`src/rtl/dla_axi4_m_if.sv`:
```
// AXI4 bus bundle shared by the DLA manager and its subordinate.
interface AXI_BUS #(
  parameter int unsigned AXI_ADDR_WIDTH = 32,
  parameter int unsigned AXI_DATA_WIDTH = 64,
  parameter int unsigned AXI_ID_WIDTH   = 4,
  parameter int unsigned AXI_USER_WIDTH = 1
);
  logic [AXI_ID_WIDTH-1:0]     aw_id;
  logic [AXI_ADDR_WIDTH-1:0]   aw_addr;
  logic [7:0]                  aw_len;
  logic [2:0]                  aw_size;
  logic [1:0]                  aw_burst;
  logic                        aw_lock;
  logic [3:0]                  aw_cache;
  logic [2:0]                  aw_prot;
  logic [3:0]                  aw_qos;
  logic [3:0]                  aw_region;
  logic [5:0]                  aw_atop;
  logic [AXI_USER_WIDTH-1:0]   aw_user;
  logic                        aw_valid;
  logic                        aw_ready;

  logic [AXI_DATA_WIDTH-1:0]   w_data;
  logic [AXI_DATA_WIDTH/8-1:0] w_strb;
  logic                        w_last;
  logic [AXI_USER_WIDTH-1:0]   w_user;
  logic                        w_valid;
  logic                        w_ready;

  logic [AXI_ID_WIDTH-1:0]     b_id;
  logic [1:0]                  b_resp;
  logic [AXI_USER_WIDTH-1:0]   b_user;
  logic                        b_valid;
  logic                        b_ready;

  logic [AXI_ID_WIDTH-1:0]     ar_id;
  logic [AXI_ADDR_WIDTH-1:0]   ar_addr;
  logic [7:0]                  ar_len;
  logic [2:0]                  ar_size;
  logic [1:0]                  ar_burst;
  logic                        ar_lock;
  logic [3:0]                  ar_cache;
  logic [2:0]                  ar_prot;
  logic [3:0]                  ar_qos;
  logic [3:0]                  ar_region;
  logic [AXI_USER_WIDTH-1:0]   ar_user;
  logic                        ar_valid;
  logic                        ar_ready;

  logic [AXI_ID_WIDTH-1:0]     r_id;
  logic [AXI_DATA_WIDTH-1:0]   r_data;
  logic [1:0]                  r_resp;
  logic                        r_last;
  logic [AXI_USER_WIDTH-1:0]   r_user;
  logic                        r_valid;
  logic                        r_ready;

  modport master (
    output aw_id, aw_addr, aw_len, aw_size, aw_burst, aw_lock, aw_cache, aw_prot,
           aw_qos, aw_region, aw_atop, aw_user, aw_valid,
    input  aw_ready,
    output w_data, w_strb, w_last, w_user, w_valid,
    input  w_ready,
    input  b_id, b_resp, b_user, b_valid,
    output b_ready,
    output ar_id, ar_addr, ar_len, ar_size, ar_burst, ar_lock, ar_cache, ar_prot,
           ar_qos, ar_region, ar_user, ar_valid,
    input  ar_ready,
    input  r_id, r_data, r_resp, r_last, r_user, r_valid,
    output r_ready
  );

  modport slave (
    input  aw_id, aw_addr, aw_len, aw_size, aw_burst, aw_lock, aw_cache, aw_prot,
           aw_qos, aw_region, aw_atop, aw_user, aw_valid,
    output aw_ready,
    input  w_data, w_strb, w_last, w_user, w_valid,
    output w_ready,
    output b_id, b_resp, b_user, b_valid,
    input  b_ready,
    input  ar_id, ar_addr, ar_len, ar_size, ar_burst, ar_lock, ar_cache, ar_prot,
           ar_qos, ar_region, ar_user, ar_valid,
    output ar_ready,
    output r_id, r_data, r_resp, r_last, r_user, r_valid,
    input  r_ready
  );
endinterface

```
`src/rtl/dla_axi4_m.sv`:
```
// Single-beat AXI4 manager with independent write and read engines started by level requests.
// state       | meaning
// W_IDLE      | wait for req_i[0], latch write address and data
// W_ADDR_DATA | AW and W valid, each drops after its own handshake
// W_RESP      | bready high, wait for B
// W_DONE      | rsp_o[0] pulse
// R_IDLE      | wait for req_i[1], latch read address
// R_ADDR      | AR valid until accepted
// R_DATA      | rready high, wait for R
// R_DONE      | rsp_o[1] pulse
module dla_axi4_m #(
  parameter int unsigned AXI_ADDR_WIDTH = 32,
  parameter int unsigned AXI_DATA_WIDTH = 64
) (
  input  logic                      clk_i,
  input  logic                      rstn_i,
  input  logic [1:0]                req_i,
  input  logic [AXI_ADDR_WIDTH-1:0] axi_wr_addr_i,
  input  logic [AXI_ADDR_WIDTH-1:0] axi_rd_addr_i,
  input  logic [AXI_DATA_WIDTH-1:0] pp_data_i,
  output logic [1:0]                rsp_o,
  output logic [AXI_DATA_WIDTH-1:0] dla_data_o,
  AXI_BUS.master                    pp_if
);
  localparam logic [2:0] AXI_SIZE = 3'($clog2(AXI_DATA_WIDTH / 8));

  typedef enum logic [1:0] {W_IDLE, W_ADDR_DATA, W_RESP, W_DONE} w_state_e;
  typedef enum logic [1:0] {R_IDLE, R_ADDR, R_DATA, R_DONE} r_state_e;

  w_state_e w_state, w_next;
  r_state_e r_state, r_next;
  logic aw_valid_q, aw_valid_d, w_valid_q, w_valid_d, b_ready_q, b_ready_d;
  logic ar_valid_q, ar_valid_d, r_ready_q, r_ready_d;
  logic [AXI_ADDR_WIDTH-1:0] wr_addr_q, wr_addr_d, rd_addr_q, rd_addr_d;
  logic [AXI_DATA_WIDTH-1:0] wr_data_q, wr_data_d, rd_data_q, rd_data_d;
  logic [1:0] rsp_q, rsp_d;
  logic aw_pend, w_pend;

  // A channel is still pending only while its valid is up and not yet accepted.
  assign aw_pend = aw_valid_q & ~pp_if.aw_ready;
  assign w_pend  = w_valid_q & ~pp_if.w_ready;

  always_ff @(posedge clk_i or negedge rstn_i) begin
    if (!rstn_i) begin
      w_state    <= W_IDLE;
      r_state    <= R_IDLE;
      aw_valid_q <= 1'b0;
      w_valid_q  <= 1'b0;
      b_ready_q  <= 1'b0;
      ar_valid_q <= 1'b0;
      r_ready_q  <= 1'b0;
      wr_addr_q  <= '0;
      wr_data_q  <= '0;
      rd_addr_q  <= '0;
      rd_data_q  <= '0;
      rsp_q      <= 2'b00;
    end else begin
      w_state    <= w_next;
      r_state    <= r_next;
      aw_valid_q <= aw_valid_d;
      w_valid_q  <= w_valid_d;
      b_ready_q  <= b_ready_d;
      ar_valid_q <= ar_valid_d;
      r_ready_q  <= r_ready_d;
      wr_addr_q  <= wr_addr_d;
      wr_data_q  <= wr_data_d;
      rd_addr_q  <= rd_addr_d;
      rd_data_q  <= rd_data_d;
      rsp_q      <= rsp_d;
    end
  end

  always_comb begin
    w_next = w_state;
    case (w_state)
      W_IDLE:      if (req_i[0]) w_next = W_ADDR_DATA;
      W_ADDR_DATA: if (!aw_pend && !w_pend) w_next = W_RESP;
      W_RESP:      if (pp_if.b_valid && b_ready_q) w_next = W_DONE;
      default:     w_next = W_IDLE;
    endcase
    r_next = r_state;
    case (r_state)
      R_IDLE:  if (req_i[1]) r_next = R_ADDR;
      R_ADDR:  if (ar_valid_q && pp_if.ar_ready) r_next = R_DATA;
      R_DATA:  if (pp_if.r_valid && r_ready_q) r_next = R_DONE;
      default: r_next = R_IDLE;
    endcase
  end

  // Next values of the registered bus controls, derived from the state transition.
  always_comb begin
    aw_valid_d = aw_pend;
    w_valid_d  = w_pend;
    wr_addr_d  = wr_addr_q;
    wr_data_d  = wr_data_q;
    if (w_state == W_IDLE && req_i[0]) begin
      aw_valid_d = 1'b1;
      w_valid_d  = 1'b1;
      wr_addr_d  = axi_wr_addr_i;
      wr_data_d  = pp_data_i;
    end
    b_ready_d  = (w_next == W_RESP);
    ar_valid_d = ar_valid_q & ~pp_if.ar_ready;
    rd_addr_d  = rd_addr_q;
    if (r_state == R_IDLE && req_i[1]) begin
      ar_valid_d = 1'b1;
      rd_addr_d  = axi_rd_addr_i;
    end
    r_ready_d = (r_next == R_DATA);
    rd_data_d = rd_data_q;
    if (r_state == R_DATA && pp_if.r_valid && r_ready_q) rd_data_d = pp_if.r_data;
    rsp_d = {r_next == R_DONE, w_next == W_DONE};
  end

  assign rsp_o      = rsp_q;
  assign dla_data_o = rd_data_q;

  assign pp_if.aw_id     = '0;
  assign pp_if.aw_addr   = wr_addr_q;
  assign pp_if.aw_len    = 8'd0;
  assign pp_if.aw_size   = AXI_SIZE;
  assign pp_if.aw_burst  = 2'b01;
  assign pp_if.aw_lock   = 1'b0;
  assign pp_if.aw_cache  = 4'd0;
  assign pp_if.aw_prot   = 3'd0;
  assign pp_if.aw_qos    = 4'd0;
  assign pp_if.aw_region = 4'd0;
  assign pp_if.aw_atop   = 6'd0;
  assign pp_if.aw_user   = '0;
  assign pp_if.aw_valid  = aw_valid_q;
  assign pp_if.w_data    = wr_data_q;
  assign pp_if.w_strb    = '1;
  assign pp_if.w_last    = 1'b1;
  assign pp_if.w_user    = '0;
  assign pp_if.w_valid   = w_valid_q;
  assign pp_if.b_ready   = b_ready_q;
  assign pp_if.ar_id     = '0;
  assign pp_if.ar_addr   = rd_addr_q;
  assign pp_if.ar_len    = 8'd0;
  assign pp_if.ar_size   = AXI_SIZE;
  assign pp_if.ar_burst  = 2'b01;
  assign pp_if.ar_lock   = 1'b0;
  assign pp_if.ar_cache  = 4'd0;
  assign pp_if.ar_prot   = 3'd0;
  assign pp_if.ar_qos    = 4'd0;
  assign pp_if.ar_region = 4'd0;
  assign pp_if.ar_user   = '0;
  assign pp_if.ar_valid  = ar_valid_q;
  assign pp_if.r_ready   = r_ready_q;

  // Responses are accepted regardless of status or sideband content.
  logic unused_rsp_fields;
  assign unused_rsp_fields = ^{pp_if.b_id, pp_if.b_resp, pp_if.b_user,
                               pp_if.r_id, pp_if.r_resp, pp_if.r_last, pp_if.r_user};
endmodule

```
`src/flat_wrapper.sv`:
```
// flat-port wrapper written by rule: the top's interface ports become plain ports
module dla_axi4_m_flat 
#(
  parameter int unsigned AXI_ADDR_WIDTH = 32,
  parameter int unsigned AXI_DATA_WIDTH = 64
)
  (clk_i, rstn_i, req_i, axi_wr_addr_i, axi_rd_addr_i, pp_data_i, rsp_o, dla_data_o, pp_if_aw_id, pp_if_aw_addr, pp_if_aw_len, pp_if_aw_size, pp_if_aw_burst, pp_if_aw_lock, pp_if_aw_cache, pp_if_aw_prot, pp_if_aw_qos, pp_if_aw_region, pp_if_aw_atop, pp_if_aw_user, pp_if_aw_valid, pp_if_aw_ready, pp_if_w_data, pp_if_w_strb, pp_if_w_last, pp_if_w_user, pp_if_w_valid, pp_if_w_ready, pp_if_b_id, pp_if_b_resp, pp_if_b_user, pp_if_b_valid, pp_if_b_ready, pp_if_ar_id, pp_if_ar_addr, pp_if_ar_len, pp_if_ar_size, pp_if_ar_burst, pp_if_ar_lock, pp_if_ar_cache, pp_if_ar_prot, pp_if_ar_qos, pp_if_ar_region, pp_if_ar_user, pp_if_ar_valid, pp_if_ar_ready, pp_if_r_id, pp_if_r_data, pp_if_r_resp, pp_if_r_last, pp_if_r_user, pp_if_r_valid, pp_if_r_ready);
  AXI_BUS #(.AXI_ADDR_WIDTH(AXI_ADDR_WIDTH), .AXI_DATA_WIDTH(AXI_DATA_WIDTH), .AXI_ID_WIDTH(4), .AXI_USER_WIDTH(1)) pp_if_i ();
  input  logic clk_i;
  input  logic rstn_i;
  input  logic [1:0] req_i;
  input  logic [AXI_ADDR_WIDTH-1:0] axi_wr_addr_i;
  input  logic [AXI_ADDR_WIDTH-1:0] axi_rd_addr_i;
  input  logic [AXI_DATA_WIDTH-1:0] pp_data_i;
  output logic [1:0] rsp_o;
  output logic [AXI_DATA_WIDTH-1:0] dla_data_o;
  output wire logic [$bits(pp_if_i.aw_id)-1:0] pp_if_aw_id;
  output wire logic [$bits(pp_if_i.aw_addr)-1:0] pp_if_aw_addr;
  output wire logic [$bits(pp_if_i.aw_len)-1:0] pp_if_aw_len;
  output wire logic [$bits(pp_if_i.aw_size)-1:0] pp_if_aw_size;
  output wire logic [$bits(pp_if_i.aw_burst)-1:0] pp_if_aw_burst;
  output wire logic [$bits(pp_if_i.aw_lock)-1:0] pp_if_aw_lock;
  output wire logic [$bits(pp_if_i.aw_cache)-1:0] pp_if_aw_cache;
  output wire logic [$bits(pp_if_i.aw_prot)-1:0] pp_if_aw_prot;
  output wire logic [$bits(pp_if_i.aw_qos)-1:0] pp_if_aw_qos;
  output wire logic [$bits(pp_if_i.aw_region)-1:0] pp_if_aw_region;
  output wire logic [$bits(pp_if_i.aw_atop)-1:0] pp_if_aw_atop;
  output wire logic [$bits(pp_if_i.aw_user)-1:0] pp_if_aw_user;
  output wire logic [$bits(pp_if_i.aw_valid)-1:0] pp_if_aw_valid;
  input wire logic [$bits(pp_if_i.aw_ready)-1:0] pp_if_aw_ready;
  output wire logic [$bits(pp_if_i.w_data)-1:0] pp_if_w_data;
  output wire logic [$bits(pp_if_i.w_strb)-1:0] pp_if_w_strb;
  output wire logic [$bits(pp_if_i.w_last)-1:0] pp_if_w_last;
  output wire logic [$bits(pp_if_i.w_user)-1:0] pp_if_w_user;
  output wire logic [$bits(pp_if_i.w_valid)-1:0] pp_if_w_valid;
  input wire logic [$bits(pp_if_i.w_ready)-1:0] pp_if_w_ready;
  input wire logic [$bits(pp_if_i.b_id)-1:0] pp_if_b_id;
  input wire logic [$bits(pp_if_i.b_resp)-1:0] pp_if_b_resp;
  input wire logic [$bits(pp_if_i.b_user)-1:0] pp_if_b_user;
  input wire logic [$bits(pp_if_i.b_valid)-1:0] pp_if_b_valid;
  output wire logic [$bits(pp_if_i.b_ready)-1:0] pp_if_b_ready;
  output wire logic [$bits(pp_if_i.ar_id)-1:0] pp_if_ar_id;
  output wire logic [$bits(pp_if_i.ar_addr)-1:0] pp_if_ar_addr;
  output wire logic [$bits(pp_if_i.ar_len)-1:0] pp_if_ar_len;
  output wire logic [$bits(pp_if_i.ar_size)-1:0] pp_if_ar_size;
  output wire logic [$bits(pp_if_i.ar_burst)-1:0] pp_if_ar_burst;
  output wire logic [$bits(pp_if_i.ar_lock)-1:0] pp_if_ar_lock;
  output wire logic [$bits(pp_if_i.ar_cache)-1:0] pp_if_ar_cache;
  output wire logic [$bits(pp_if_i.ar_prot)-1:0] pp_if_ar_prot;
  output wire logic [$bits(pp_if_i.ar_qos)-1:0] pp_if_ar_qos;
  output wire logic [$bits(pp_if_i.ar_region)-1:0] pp_if_ar_region;
  output wire logic [$bits(pp_if_i.ar_user)-1:0] pp_if_ar_user;
  output wire logic [$bits(pp_if_i.ar_valid)-1:0] pp_if_ar_valid;
  input wire logic [$bits(pp_if_i.ar_ready)-1:0] pp_if_ar_ready;
  input wire logic [$bits(pp_if_i.r_id)-1:0] pp_if_r_id;
  input wire logic [$bits(pp_if_i.r_data)-1:0] pp_if_r_data;
  input wire logic [$bits(pp_if_i.r_resp)-1:0] pp_if_r_resp;
  input wire logic [$bits(pp_if_i.r_last)-1:0] pp_if_r_last;
  input wire logic [$bits(pp_if_i.r_user)-1:0] pp_if_r_user;
  input wire logic [$bits(pp_if_i.r_valid)-1:0] pp_if_r_valid;
  output wire logic [$bits(pp_if_i.r_ready)-1:0] pp_if_r_ready;
  assign pp_if_aw_id = pp_if_i.aw_id;
  assign pp_if_aw_addr = pp_if_i.aw_addr;
  assign pp_if_aw_len = pp_if_i.aw_len;
  assign pp_if_aw_size = pp_if_i.aw_size;
  assign pp_if_aw_burst = pp_if_i.aw_burst;
  assign pp_if_aw_lock = pp_if_i.aw_lock;
  assign pp_if_aw_cache = pp_if_i.aw_cache;
  assign pp_if_aw_prot = pp_if_i.aw_prot;
  assign pp_if_aw_qos = pp_if_i.aw_qos;
  assign pp_if_aw_region = pp_if_i.aw_region;
  assign pp_if_aw_atop = pp_if_i.aw_atop;
  assign pp_if_aw_user = pp_if_i.aw_user;
  assign pp_if_aw_valid = pp_if_i.aw_valid;
  assign pp_if_i.aw_ready = pp_if_aw_ready;
  assign pp_if_w_data = pp_if_i.w_data;
  assign pp_if_w_strb = pp_if_i.w_strb;
  assign pp_if_w_last = pp_if_i.w_last;
  assign pp_if_w_user = pp_if_i.w_user;
  assign pp_if_w_valid = pp_if_i.w_valid;
  assign pp_if_i.w_ready = pp_if_w_ready;
  assign pp_if_i.b_id = pp_if_b_id;
  assign pp_if_i.b_resp = pp_if_b_resp;
  assign pp_if_i.b_user = pp_if_b_user;
  assign pp_if_i.b_valid = pp_if_b_valid;
  assign pp_if_b_ready = pp_if_i.b_ready;
  assign pp_if_ar_id = pp_if_i.ar_id;
  assign pp_if_ar_addr = pp_if_i.ar_addr;
  assign pp_if_ar_len = pp_if_i.ar_len;
  assign pp_if_ar_size = pp_if_i.ar_size;
  assign pp_if_ar_burst = pp_if_i.ar_burst;
  assign pp_if_ar_lock = pp_if_i.ar_lock;
  assign pp_if_ar_cache = pp_if_i.ar_cache;
  assign pp_if_ar_prot = pp_if_i.ar_prot;
  assign pp_if_ar_qos = pp_if_i.ar_qos;
  assign pp_if_ar_region = pp_if_i.ar_region;
  assign pp_if_ar_user = pp_if_i.ar_user;
  assign pp_if_ar_valid = pp_if_i.ar_valid;
  assign pp_if_i.ar_ready = pp_if_ar_ready;
  assign pp_if_i.r_id = pp_if_r_id;
  assign pp_if_i.r_data = pp_if_r_data;
  assign pp_if_i.r_resp = pp_if_r_resp;
  assign pp_if_i.r_last = pp_if_r_last;
  assign pp_if_i.r_user = pp_if_r_user;
  assign pp_if_i.r_valid = pp_if_r_valid;
  assign pp_if_r_ready = pp_if_i.r_ready;
  dla_axi4_m #(.AXI_ADDR_WIDTH(AXI_ADDR_WIDTH), .AXI_DATA_WIDTH(AXI_DATA_WIDTH)) u_core (.clk_i(clk_i), .rstn_i(rstn_i), .req_i(req_i), .axi_wr_addr_i(axi_wr_addr_i), .axi_rd_addr_i(axi_rd_addr_i), .pp_data_i(pp_data_i), .rsp_o(rsp_o), .dla_data_o(dla_data_o), .pp_if(pp_if_i));
endmodule
```
`config.mk`:
```
export PLATFORM = sky130hd
export DESIGN_NAME = dla_axi4_m_flat
export DESIGN_NICKNAME = d
export VERILOG_FILES = /design/src/rtl/dla_axi4_m_if.sv /design/src/rtl/dla_axi4_m.sv /design/src/flat_wrapper.sv
export SDC_FILE = /design/constraint.sdc
export NUM_CORES = 1
export LEC_CHECK = 0
export ABC_CLOCK_PERIOD_IN_PS = 1600
export BUFFER_PORTS_ARGS = -buffer_cell sky130_fd_sc_hd__buf_2
export CELL_PAD_IN_SITES_DETAIL_PLACEMENT = 0
export CELL_PAD_IN_SITES_GLOBAL_PLACEMENT = 1
export CORE_AREA = 5 5 193 195
export DETAILED_ROUTE_END_ITERATION = 12
export DIE_AREA = 0 0 198 200
export GPL_TIMING_DRIVEN = 0
export MAX_ROUTING_LAYER = met4
export PLACE_DENSITY = 0.69
export SLEW_MARGIN = 40
export SYNTH_ARGS = -nofsm -noshare
export SYNTH_HDL_FRONTEND = slang
export SYNTH_SLANG_ARGS = --single-unit
```
`constraint.sdc`:
```
create_clock -name clk_i -period 1.6 [get_ports clk_i]
set_input_delay 0.48 -clock clk_i [delete_from_list [all_inputs] [get_ports clk_i]]
set_output_delay 0.48 -clock clk_i [all_outputs]
set_load 0.05 [all_outputs]
```
==> results by group, run 1 <==
Outcome
  – Status: finished, violations left
  – Failing checks: negative setup slack

Layout
  – Final std cells w/o fill: 1540
  – Nets@finish: 1279
  – Final core utilization: 0.378
  – Fillers: 3474
  – Fraction of layout cells with a size suffix above 1: 0.708
  – Design area: 13300 um^2
  – Area growth syn-to-layout: 61.8%

Routing
  – Post-DR vias/cell: 3.81
  – DR WL/cell: 16.1 um
  – WL final: 24800 um
  – Pre-antenna DRT Iters: 4
  – Iter 0 DRT Violations: 100
  – Vias: 5862
  – Number of routed nets with antenna violations: 0
  – DRC viols: 0

Worst setup path
  – Family with the most delay on the worst path: flip-flops
  – Worst reg2reg path depth: 5
  – Worst path cell trace: buf_6
  – R2r endpoint: u_core.dla_data_o[17]
  – Buf+Inv Stages, Crit Path: 1
  – Slowest stage cell, crit path: dfrtp_1
  – Critical path depth: 1
  – CP Capture Type: output pin
  – CP Class: reg -> out
  – WP data required: 1120 ps
  – Crit path max fanout: 2
  – Crit path launch type: flop
  – CP Launch Point: u_core.pp_if.w_data[38]
  – Worst EP arrival: 1140 ps
  – Worst r2r src: u_core.r_state[0]
  – Flop2flop setup slack: 30 ps
  – Max stage delay on crit path: 440 ps

CTS
  – Root Driver: clkbuf_16
  – CTS max path bufs: 3
  – Inserted Clock Buffers: 25
  – CTS sink count: 203
  – Clk_lat worst skew: 520 ps
  – H-Tree Level Count: 1
  – Clk slew on worst S/H paths: 60 ps
  – CTS tree: done

Power and ir drop
  – Internal power: 18.3 mW
  – Gate power share: 0.573
  – Power density over the cells: 2590 nW/um^2
  – Pleak: 6.68 nW
  – Peak supply drop: 1290 uV
  – Reg power frac: 0.273
  – Clk network pwr share: 0.153
  – Net switching component of the power: 16.2 mW
  – Switch share: 0.469

Flow run
  – Max-cap viol count: 0

Logic synthesis
  – Count of different cell masters after synthesis: 23
  – Synth Cell Area: 8240 um^2
  – Sequential area share after synthesis: 0.617
  – Synth area leader: dfrtp_1
  – Synth top area share: 0.617
  – Yosys Warn Count: 0
  – #FFs+latches synth: 203
  – Syn_area_per_cell: 15.5 um^2
  – Dominant cells by area after synthesis: dfrtp_1 62%, mux2_2 25%, buf_4 7.9%
  – Synthesized instance count: 530

Timing
  – Final number of hold-violating endpoints: 0
  – Post-Route Skew: 20.5 ps
  – Final setup fails: 1
  – Final period utilization: 1.01
  – Relative slew slack: 0.635
  – PnR worst setup slack: -16.3 ps
  – Worst slew pin tran: 548 ps
  – Tmin final: 1620 ps
  – Fin. max-slew vios: 0
  – Max Fclk: 619 MHz
  – RSZ-0062 raised after global routing: yes

GRT
  – Largest net degree at the start of global routing: 71
  – GRT Overall Usage: 0.118
  – First-pass GRT wire length: 35900 um
  – Initial antenna violation count: 2
  – Vias in the first global route: 6280
  – Total grt overflow: 0

Floorplan
  – Die W: 198 um
  – Die Y: 200 um
  – CORE AREA: 35200 um^2
  – IO Pins: 499
  – Die ar.: 39600 um^2
  – Row Count: 69
  – Initial Util: 0.234

Place
  – Area of placed instances: 11200 um^2
  – PortBufs: 399
  – GPL Wtd Cong: 0.725
  – DPL Wire Length: 19200 um
  – Dpl cells: 1474
  – Post-place setup slack: -397 ps

Min path
  – Hold path endpoint: u_core.dla_data_o[54]
  – WHS Path Cells: 2
  – Worst min-delay path startpoint: pp_if_r_data[54]
  – Hold WC Path Type: in -> reg
==> sequential cells by signal (all words and copies together), names as in the netlist, 2 cells and up <==
register,count
u_core.dla_data_o,64
u_core.pp_if.w_data,64
u_core.pp_if.ar_addr,32
u_core.pp_if.aw_addr,32
u_core.r_state,2
u_core.rsp_o,2
u_core.w_state,2
==> power groups by stage <==
stage | Clock, mW | Combinational, mW | Sequential, mW
2_1_floorplan | 0 | 3.86 | 17.8
3_3_place_gp | 0 | 16.8 | 8.95
3_5_place_dp | 0 | 16.9 | 9.05
4_1_cts | 5.53 | 19.5 | 9.41
5_1_grt | 5.73 | 20.6 | 9.78
6_report | 5.30 | 19.8 | 9.45
==> cells in the final DEF (no fill, tap or decap), types with 6 or more instances in the layout <==
cell / netlist / layout
clkbuf_16: 0 / 28
nand2_1: 7 / 7
dfrtp_1: 203 / 200
buf_2: 10 / 200
clkbuf_1: 1 / 6
mux2_4: 8 / 8
buf_4: 87 / 168
conb_1: 2 / 84
buf_6: 8 / 144
buf_12: 0 / 7
mux2_2: 184 / 184
==> layout make-up <==
| cell class | count | area [um^2] | share of cell area |
|---|---|---|---|
| flip-flops and latches | 203 | 5080 | 0.382 |
| repair buffers | 425 | 3320 | 0.249 |
| multi-input cells | 301 | 2670 | 0.200 |
| plain buffers | 105 | 895 | 0.0671 |
| clock buffers | 34 | 689 | 0.0517 |
| well taps | 461 | 577 | 0.0433 |
| clock inverters | 7 | 73.8 | 0.00554 |
| inverters | 2 | 7.51 | 0.000563 |
| diodes | 2 | 5.00 | 0.000376 |
==> synthesized netlist by cell type <==
cell type  instances
nor3b_1            1
and4b_1            1
a211oi_1           1
mux2_2           184
inv_1              2
nand4b_1           2
nand2b_1           3
a21o_1             1
a21boi_0           1
nand2_1            7
nor3b_2            1
o21ai_0            1
dfrtp_1          203
and2_1             1
o31a_1             1
conb_1             2
a21oi_1            2
buf_2             10
buf_6              8
nor2_1             2
mux2_4             8
clkbuf_1           1
buf_4             87
==> per-stage QoR <==
step / total power, mW / setup TNS, ps / hold WS (ps)
global route: 36.1 / -695 / 150
floorplan: 21.7 / 0 / 184
detailed placement: 25.9 / -24960 / 489
finish: 34.6 / -16.3 / 183
global placement: 25.7 / -744990 / 484
CTS: 34.5 / -238 / 144
==> cell families after synthesis <==
logic type             count (synthesis)  synth area share
DFF                                  203             0.617
muxes                                192             0.266
buffers and inverters                108            0.0977
and+or+nand+nor                       18            0.0129
AOI/OAI and AO/OA                      7           0.00562
other                                  2          0.000912
==> worst max path at each step <==
stage                                to
2_1_floorplan      u_core.dla_data_o[0]
3_3_place_gp       u_core.pp_if.r_ready
3_5_place_dp   u_core.pp_if.ar_addr[10]
4_1_cts                pp_if_ar_addr[0]
5_1_grt                pp_if_w_data[38]
6_report               pp_if_w_data[38]
==> what timing repair did <==
action | in CTS | in global routing
resized for setup | 332 | 44
cloned | 0 | 3
hold endpoints to repair | 65 | 0
pin swaps | 1 | 1
endpoints found under the setup margin | 354 | 269
hold buffers | 1 | 0
setup buffers | 8 | 12
==> per-layer routing <==
metal	share of wire	routed length [um]	global-route usage	vias to the layer above
met5	0	0	-	-
met4	0.019	464	0.0309	0
met3	0.069	1710	0.0253	29
met2	0.53	13200	0.207	228
met1	0.38	9460	0.137	2889
li1	-	-	-	2716
(Power assumes the default switching activity.)
==> inputs of run 2 (changes only) <==
--- a/config.mk
+++ b/config.mk
@@ -12,8 +12,6 @@
 export CORE_AREA = 5 5 193 195
 export DETAILED_ROUTE_END_ITERATION = 12
 export DIE_AREA = 0 0 198 200
-export GPL_TIMING_DRIVEN = 0
-export MAX_ROUTING_LAYER = met4
 export PLACE_DENSITY = 0.69
 export SLEW_MARGIN = 40
 export SYNTH_ARGS = -nofsm -noshare
==> run 2 against run 1 <==
Clock power shrank 2%. Count of clock-buffer cells in the layout increased by 1. Largest power group unchanged. Clock skew shrank 9.9 ps. Maximum frequency is 1.9% higher. First-iteration DRC count increased by 22%. The flow now finishes without violations.
==> results by group, run 2 (same netlist as run 1, synthesis figures left out) <==
Timing
  – Setup TNS: 0 ps
  – WHS: 201 ps
  – Tmin final: 1590 ps
  – Final period utilization: 0.992
  – Fin. max-slew vios: 0
  – Final number of hold-violating endpoints: 0
  – RSZ-0062 raised after global routing: yes
  – Final setup fails: 0
  – Max Fclk: 630 MHz
  – PnR worst setup slack: 13.3 ps
  – Post-Route Skew: 10.5 ps

Routing
  – Number of routed nets with antenna violations: 0
  – DR WL/cell: 16.4 um
  – WL final: 23700 um
  – Pre-antenna DRT Iters: 4
  – Vias: 5603
  – Iter 0 DRT Violations: 122
  – Post-DR vias/cell: 3.88
  – DRC viols: 0

Worst setup path
  – CP Launch Point: u_core.dla_data_o[50]
  – Buf+Inv Stages, Crit Path: 1
  – Crit path capture: dla_data_o[50]
  – Crit path max fanout: 2
  – R2r endpoint: u_core.dla_data_o[0]
  – Crit path launch type: flop
  – Slowest stage cell, crit path: dfrtp_1
  – Worst path cell trace: buf_6
  – WP data required: 1120 ps
  – Worst reg2reg path depth: 3
  – Worst r2r src: u_core.r_state[0]
  – CP Capture Type: output pin
  – Worst EP arrival: 1110 ps
  – Max stage delay on crit path: 430 ps
  – CP Class: reg -> out
  – Flop2flop setup slack: 60 ps
  – Family with the most delay on the worst path: flip-flops
  – Critical path depth: 1

Min path
  – Hold WC Path Type: in -> reg

GRT
  – GRT Overall Usage: 0.107
  – Total grt overflow: 0
  – First-pass GRT wire length: 34000 um
  – Vias in the first global route: 5940
  – Initial antenna violation count: 1
  – Largest net degree at the start of global routing: 41

Floorplan
  – Die Y: 200 um
  – Row Count: 69
  – IO Pins: 499
  – Initial Util: 0.234
  – Die ar.: 39600 um^2
  – CORE AREA: 35200 um^2
  – Die W: 198 um

Power and ir drop
  – Internal power: 18.2 mW
  – Reg power frac: 0.277
  – Pleak: 6.19 nW
  – Net switching component of the power: 16.1 mW
  – Peak supply drop: 1460 uV
  – Power density over the cells: 2710 nW/um^2
  – Switch share: 0.469
  – Gate power share: 0.572
  – Clk network pwr share: 0.151

Layout
  – Fillers: 3454
  – Most common cell after layout, fill and taps aside: dfrtp_1
  – Nets@finish: 1183
  – Fraction of layout cells with a size suffix above 1: 0.680
  – Final std cells w/o fill: 1443
  – Commonest non-fill, non-tap cells in the layout: 201 x dfrtp_1, 199 x buf_2, 184 x mux2_2
  – Antenna diode count: 0
  – Sequential Area: 5080 um^2
  – Area growth syn-to-layout: 53.4%
  – Area of the multi-input gates: 2680 um^2

Place
  – GPL Wtd Cong: 0.763
  – Post-place setup slack: 23.9 ps
  – PortBufs: 399
  – Dpl cells: 1392
  – DPL Wire Length: 17900 um

CTS
  – CTS sink count: 203
  – Clk slew on worst S/H paths: 60 ps
  – Clk_lat worst skew: 510 ps
  – CTS max path bufs: 3
  – CTS tree: done
  – H-Tree Level Count: 1
  – Inserted Clock Buffers: 23
  – Root Driver: clkbuf_16

Outcome
  – Status: finished, final reports clean

Flow run
  – Max-cap viol count: 0
==> run 2: cell count changes in the layout (fill, tap and decap cells not counted), moves of 2 or more <==
cell and delta:
buf_4 -103, buf_6 +12, clkbuf_8 +5, buf_12 +3
clkbuf_4 -3, buf_16 -2, buf_8 -2, clkbuf_16 -2
diode_2 -2
==> run 2: timing repair <==
item,4_1_cts,5_1_grt
gates cloned,0,4
pin swaps,0,1
endpoints found under the hold margin,18,0
setup buffers,3,3
gates resized for setup,281,76
hold buffers,1,0
endpoints found under the setup margin,199,183
==> run 2: worst reg2reg max path: stages, from the launching register on <==
cell and delay [ps]:
dfrtp_2 430, and4b_4 390, buf_12 220, mux2_2 380
==> run 2: worst min-delay path by stage <==
stage,cells past startpoint,to,start
floorplan,0,u_core.dla_data_o[0],rstn_i
global placement,1,u_core.pp_if.w_data[38],rstn_i
detailed placement,1,u_core.pp_if.w_data[38],rstn_i
CTS,2,u_core.pp_if.ar_addr[28],axi_rd_addr_i[28]
global route,2,u_core.pp_if.aw_addr[31],axi_wr_addr_i[31]
finish,2,u_core.pp_if.ar_addr[28],axi_rd_addr_i[28]
==> run 2: area by class of cell <==
| type | count | share of cell area |
|---|---|---|
| clock inverters | 5 | 0.00416 |
| well taps | 461 | 0.0457 |
| inverters | 2 | 0.000594 |
| multi-input cells | 302 | 0.212 |
| clock buffers | 35 | 0.0547 |
| repair buffers | 435 | 0.280 |
| flip-flops and latches | 203 | 0.402 |
==> run 2: layer usage <==
metal	global-route usage	wire length (um)	vias to the layer above
met3	0.0309	1960	32
met4	0.0270	438	2
li1	-	-	2529
met5	0	13	-
met2	0.188	12200	233
met1	0.129	9110	2807
==> run 2: through the flow <==
| step | area (um^2) | util | power, mW |
|---|---|---|---|
| 3_3_place_gp | 10700 | 0.302 | 25.6 |
| 3_5_place_dp | 10700 | 0.302 | 25.8 |
| 2_1_floorplan | 8550 | - | 21.7 |
| 4_1_cts | 12200 | 0.347 | 33.7 |
| 5_1_grt | 12600 | 0.359 | 35.8 |
| 6_report | 12600 | 0.359 | 34.3 |
==> run 2: power groups by stage <==
stage	sequential, mW	combinational [mW]	clock (mW)
2_1_floorplan	17.8	3.86	0
3_3_place_gp	8.93	16.7	0
3_5_place_dp	9.04	16.8	0
4_1_cts	9.32	18.9	5.45
5_1_grt	9.83	20.3	5.64
6_report	9.49	19.6	5.18
==> inputs of run 3 (changes only) <==
--- a/config.mk
+++ b/config.mk
@@ -5,14 +5,15 @@
 export SDC_FILE = /design/constraint.sdc
 export NUM_CORES = 1
 export LEC_CHECK = 0
+export ABC_AREA = 1
 export ABC_CLOCK_PERIOD_IN_PS = 1600
 export BUFFER_PORTS_ARGS = -buffer_cell sky130_fd_sc_hd__buf_2
 export CELL_PAD_IN_SITES_DETAIL_PLACEMENT = 0
 export CELL_PAD_IN_SITES_GLOBAL_PLACEMENT = 1
-export CORE_AREA = 5 5 193 195
+export CORE_AREA = 2 2 194 196
 export DETAILED_ROUTE_END_ITERATION = 12
-export DIE_AREA = 0 0 198 200
-export PLACE_DENSITY = 0.69
+export DIE_AREA = 0 0 196 198
+export PLACE_DENSITY = 0.72
 export SLEW_MARGIN = 40
 export SYNTH_ARGS = -nofsm -noshare
 export SYNTH_HDL_FRONTEND = slang
==> run 3 against run 2 <==
Clock power is 3% lower. Sequential power decreased by 2.6%. Design area shrank 0.36%.
==> results by group, run 3 <==
Outcome
  – Status: finished, final reports clean

Routing
  – Pre-antenna DRT Iters: 6
  – Post-DR vias/cell: 3.81
  – DRC viols: 0
  – WL final: 23200 um
  – Iter 0 DRT Violations: 211
  – Vias: 7026
  – DR WL/cell: 12.6 um
  – Number of routed nets with antenna violations: 0

Layout
  – Sequential Area: 5080 um^2
  – Final core utilization: 0.341
  – Nets@finish: 1576
  – Fraction of layout cells with a size suffix above 1: 0.343
  – Area growth syn-to-layout: 47.4%
  – Fillers: 3857
  – Final std cells w/o fill: 1846
  – Most common cell after layout, fill and taps aside: nand2_1
  – Design area: 12600 um^2
  – Commonest non-fill, non-tap cells in the layout: 331 x nand2_1, 203 x dfrtp_1, 199 x buf_2
  – Antenna diode count: 0
  – Area of the multi-input gates: 2300 um^2

Place
  – Dpl cells: 1801
  – Area of placed instances: 10800 um^2
  – Post-place setup slack: 195 ps
  – GPL Wtd Cong: 0.764
  – PortBufs: 399
  – DPL Wire Length: 17300 um

Logic synthesis
  – Synth top area share: 0.595
  – Yosys Warn Count: 0
  – Count of different cell masters after synthesis: 17
  – Synth area leader: dfrtp_1
  – Sequential area share after synthesis: 0.595
  – Synth Cell Area: 8540 um^2
  – Commonest cells in the netlist: 331 x nand2_1, 203 x dfrtp_1, 136 x inv_1
  – Dominant cells by area after synthesis: dfrtp_1 59%, nand2_1 15%, buf_4 8.9%
  – Most common flop cell mapped by yosys: dfrtp_1
  – EDFF count, synth: 0
  – Syn_area_per_cell: 9.03 um^2
  – Synthesized instance count: 946
  – Async S/R FF share, synth: 1.00
  – Count leader, synth: nand2_1
  – #FFs+latches synth: 203

Worst setup path
  – Crit path launch type: flop
  – Critical path depth: 1
  – Family with the most delay on the worst path: flip-flops
  – Worst EP arrival: 1090 ps
  – Worst r2r src: u_core.pp_if.r_ready
  – Flop2flop setup slack: 290 ps
  – Worst path cell trace: buf_12
  – Worst reg2reg path depth: 6
  – Crit path max fanout: 2
  – Max stage delay on crit path: 410 ps
  – CP Capture Type: output pin
  – WP data required: 1120 ps
  – CP Class: reg -> out
  – Buf+Inv Stages, Crit Path: 1
  – R2r endpoint: u_core.dla_data_o[17]
  – Slowest stage cell, crit path: dfrtp_1

Timing
  – Tmin final: 1570 ps
  – Fin. max-slew vios: 0
  – Final setup fails: 0
  – Final number of hold-violating endpoints: 0
  – PnR worst setup slack: 31.2 ps
  – Setup TNS: 0 ps
  – Final period utilization: 0.980
  – WHS: 165 ps
  – Max Fclk: 637 MHz
  – RSZ-0062 raised after global routing: yes
  – Post-Route Skew: 11.2 ps

GRT
  – Initial antenna violation count: 0
  – Largest net degree at the start of global routing: 64
  – Vias in the first global route: 6651
  – Total grt overflow: 0
  – First-pass GRT wire length: 35300 um
  – GRT Overall Usage: 0.113

Power and ir drop
  – Reg power frac: 0.289
  – Tot Pwr: 32.0 mW
  – Switch share: 0.495
  – Internal power: 16.2 mW
  – Pleak: 7.23 nW
  – Power density over the cells: 2540 nW/um^2
  – Net switching component of the power: 15.8 mW
  – Gate power share: 0.554
  – Peak supply drop: 1200 uV
  – Clk network pwr share: 0.157

Floorplan
  – Row Count: 71
  – Die W: 196 um
  – Die ar.: 38800 um^2
  – Initial Util: 0.231
  – Die Y: 198 um
  – IO Pins: 499
  – CORE AREA: 37000 um^2

CTS
  – Clk_lat worst skew: 510 ps
  – Root Driver: clkbuf_16
  – CTS max path bufs: 3
  – CTS tree: done
  – H-Tree Level Count: 1
  – Inserted Clock Buffers: 23
  – Clk slew on worst S/H paths: 60 ps
  – CTS sink count: 203

Min path
  – Hold WC Path Type: in -> reg
  – Worst min-delay path startpoint: pp_if_r_data[23]
  – Hold path endpoint: u_core.dla_data_o[23]
  – WHS Path Cells: 3

Flow run
  – Max-cap viol count: 0
-- run 3: changes by cell type after synthesis, moves of 4 or more --
cell      previous run  this run
o21ai_1              0        67
o21ai_0              1        62
buf_6                8        12
nand2_1              7       331
mux2_4               8         0
inv_1                2       136
clkbuf_1             1         5
nand3_1              0         5
inv_2                0         4
mux2_2             184         0
buf_4               87       101
nor2_1               2         6
-- run 3: worst register-to-register path, stage by stage, from the launching register on --
cell     delay, ps
dfrtp_1        380
buf_4          130
nand4_2        190
inv_2          160
buf_12         220
nand2_1        110
nand2_1         60
-- run 3: layout make-up --
cell class	count	share of cell area
inverter	140	0.0417
tap	474	0.0471
multi-input combinational	559	0.182
timing repair buffer	433	0.268
sequential	203	0.404
clock inverter	3	0.00318
clock buffer	34	0.0538
-- run 3: power by group through the flow --
stage | Clock (mW) | Combinational (mW) | Sequential [mW]
floorplan | 0 | 3.37 | 17.2
global placement | 0 | 15.3 | 8.78
detailed placement | 0 | 15.4 | 8.85
CTS | 5.24 | 17.3 | 9.10
global route | 5.46 | 18.8 | 9.53
finish | 5.03 | 17.8 | 9.24
-- run 3: routing by layer --
layer  share of wire  GRT usage
met1            0.40      0.135
met2            0.47      0.187
met3            0.11     0.0392
met4           0.023     0.0410
met5               0          0
-- run 3: cells by family after synthesis --
| kind of cell | Yosys count | share of synthesized area |
|---|---|---|
| AOI/OAI and AO/OA | 130 | 0.0762 |
| buffers and inverters | 266 | 0.173 |
| DFF | 203 | 0.595 |
| other | 2 | 0.000880 |
| and+or+nand+nor | 345 | 0.155 |
-- run 3: repair_timing --
action	CTS	global route
gates resized for setup	263	66
hold buffers	1	0
hold endpoints to repair	23	0
endpoints found under the setup margin	199	71
buffers inserted	2	5
-- run 3: worst max path at each step --
stage,from,end
after floorplan,u_core.pp_if.r_ready,u_core.dla_data_o[0]
final,u_core.pp_if.w_data[55],pp_if_w_data[55]
after global routing,u_core.pp_if.w_data[55],pp_if_w_data[55]
after detailed placement,pp_if_r_valid,u_core.dla_data_o[15]
after global placement,pp_if_r_valid,u_core.dla_data_o[47]
after CTS,u_core.dla_data_o[13],dla_data_o[13]
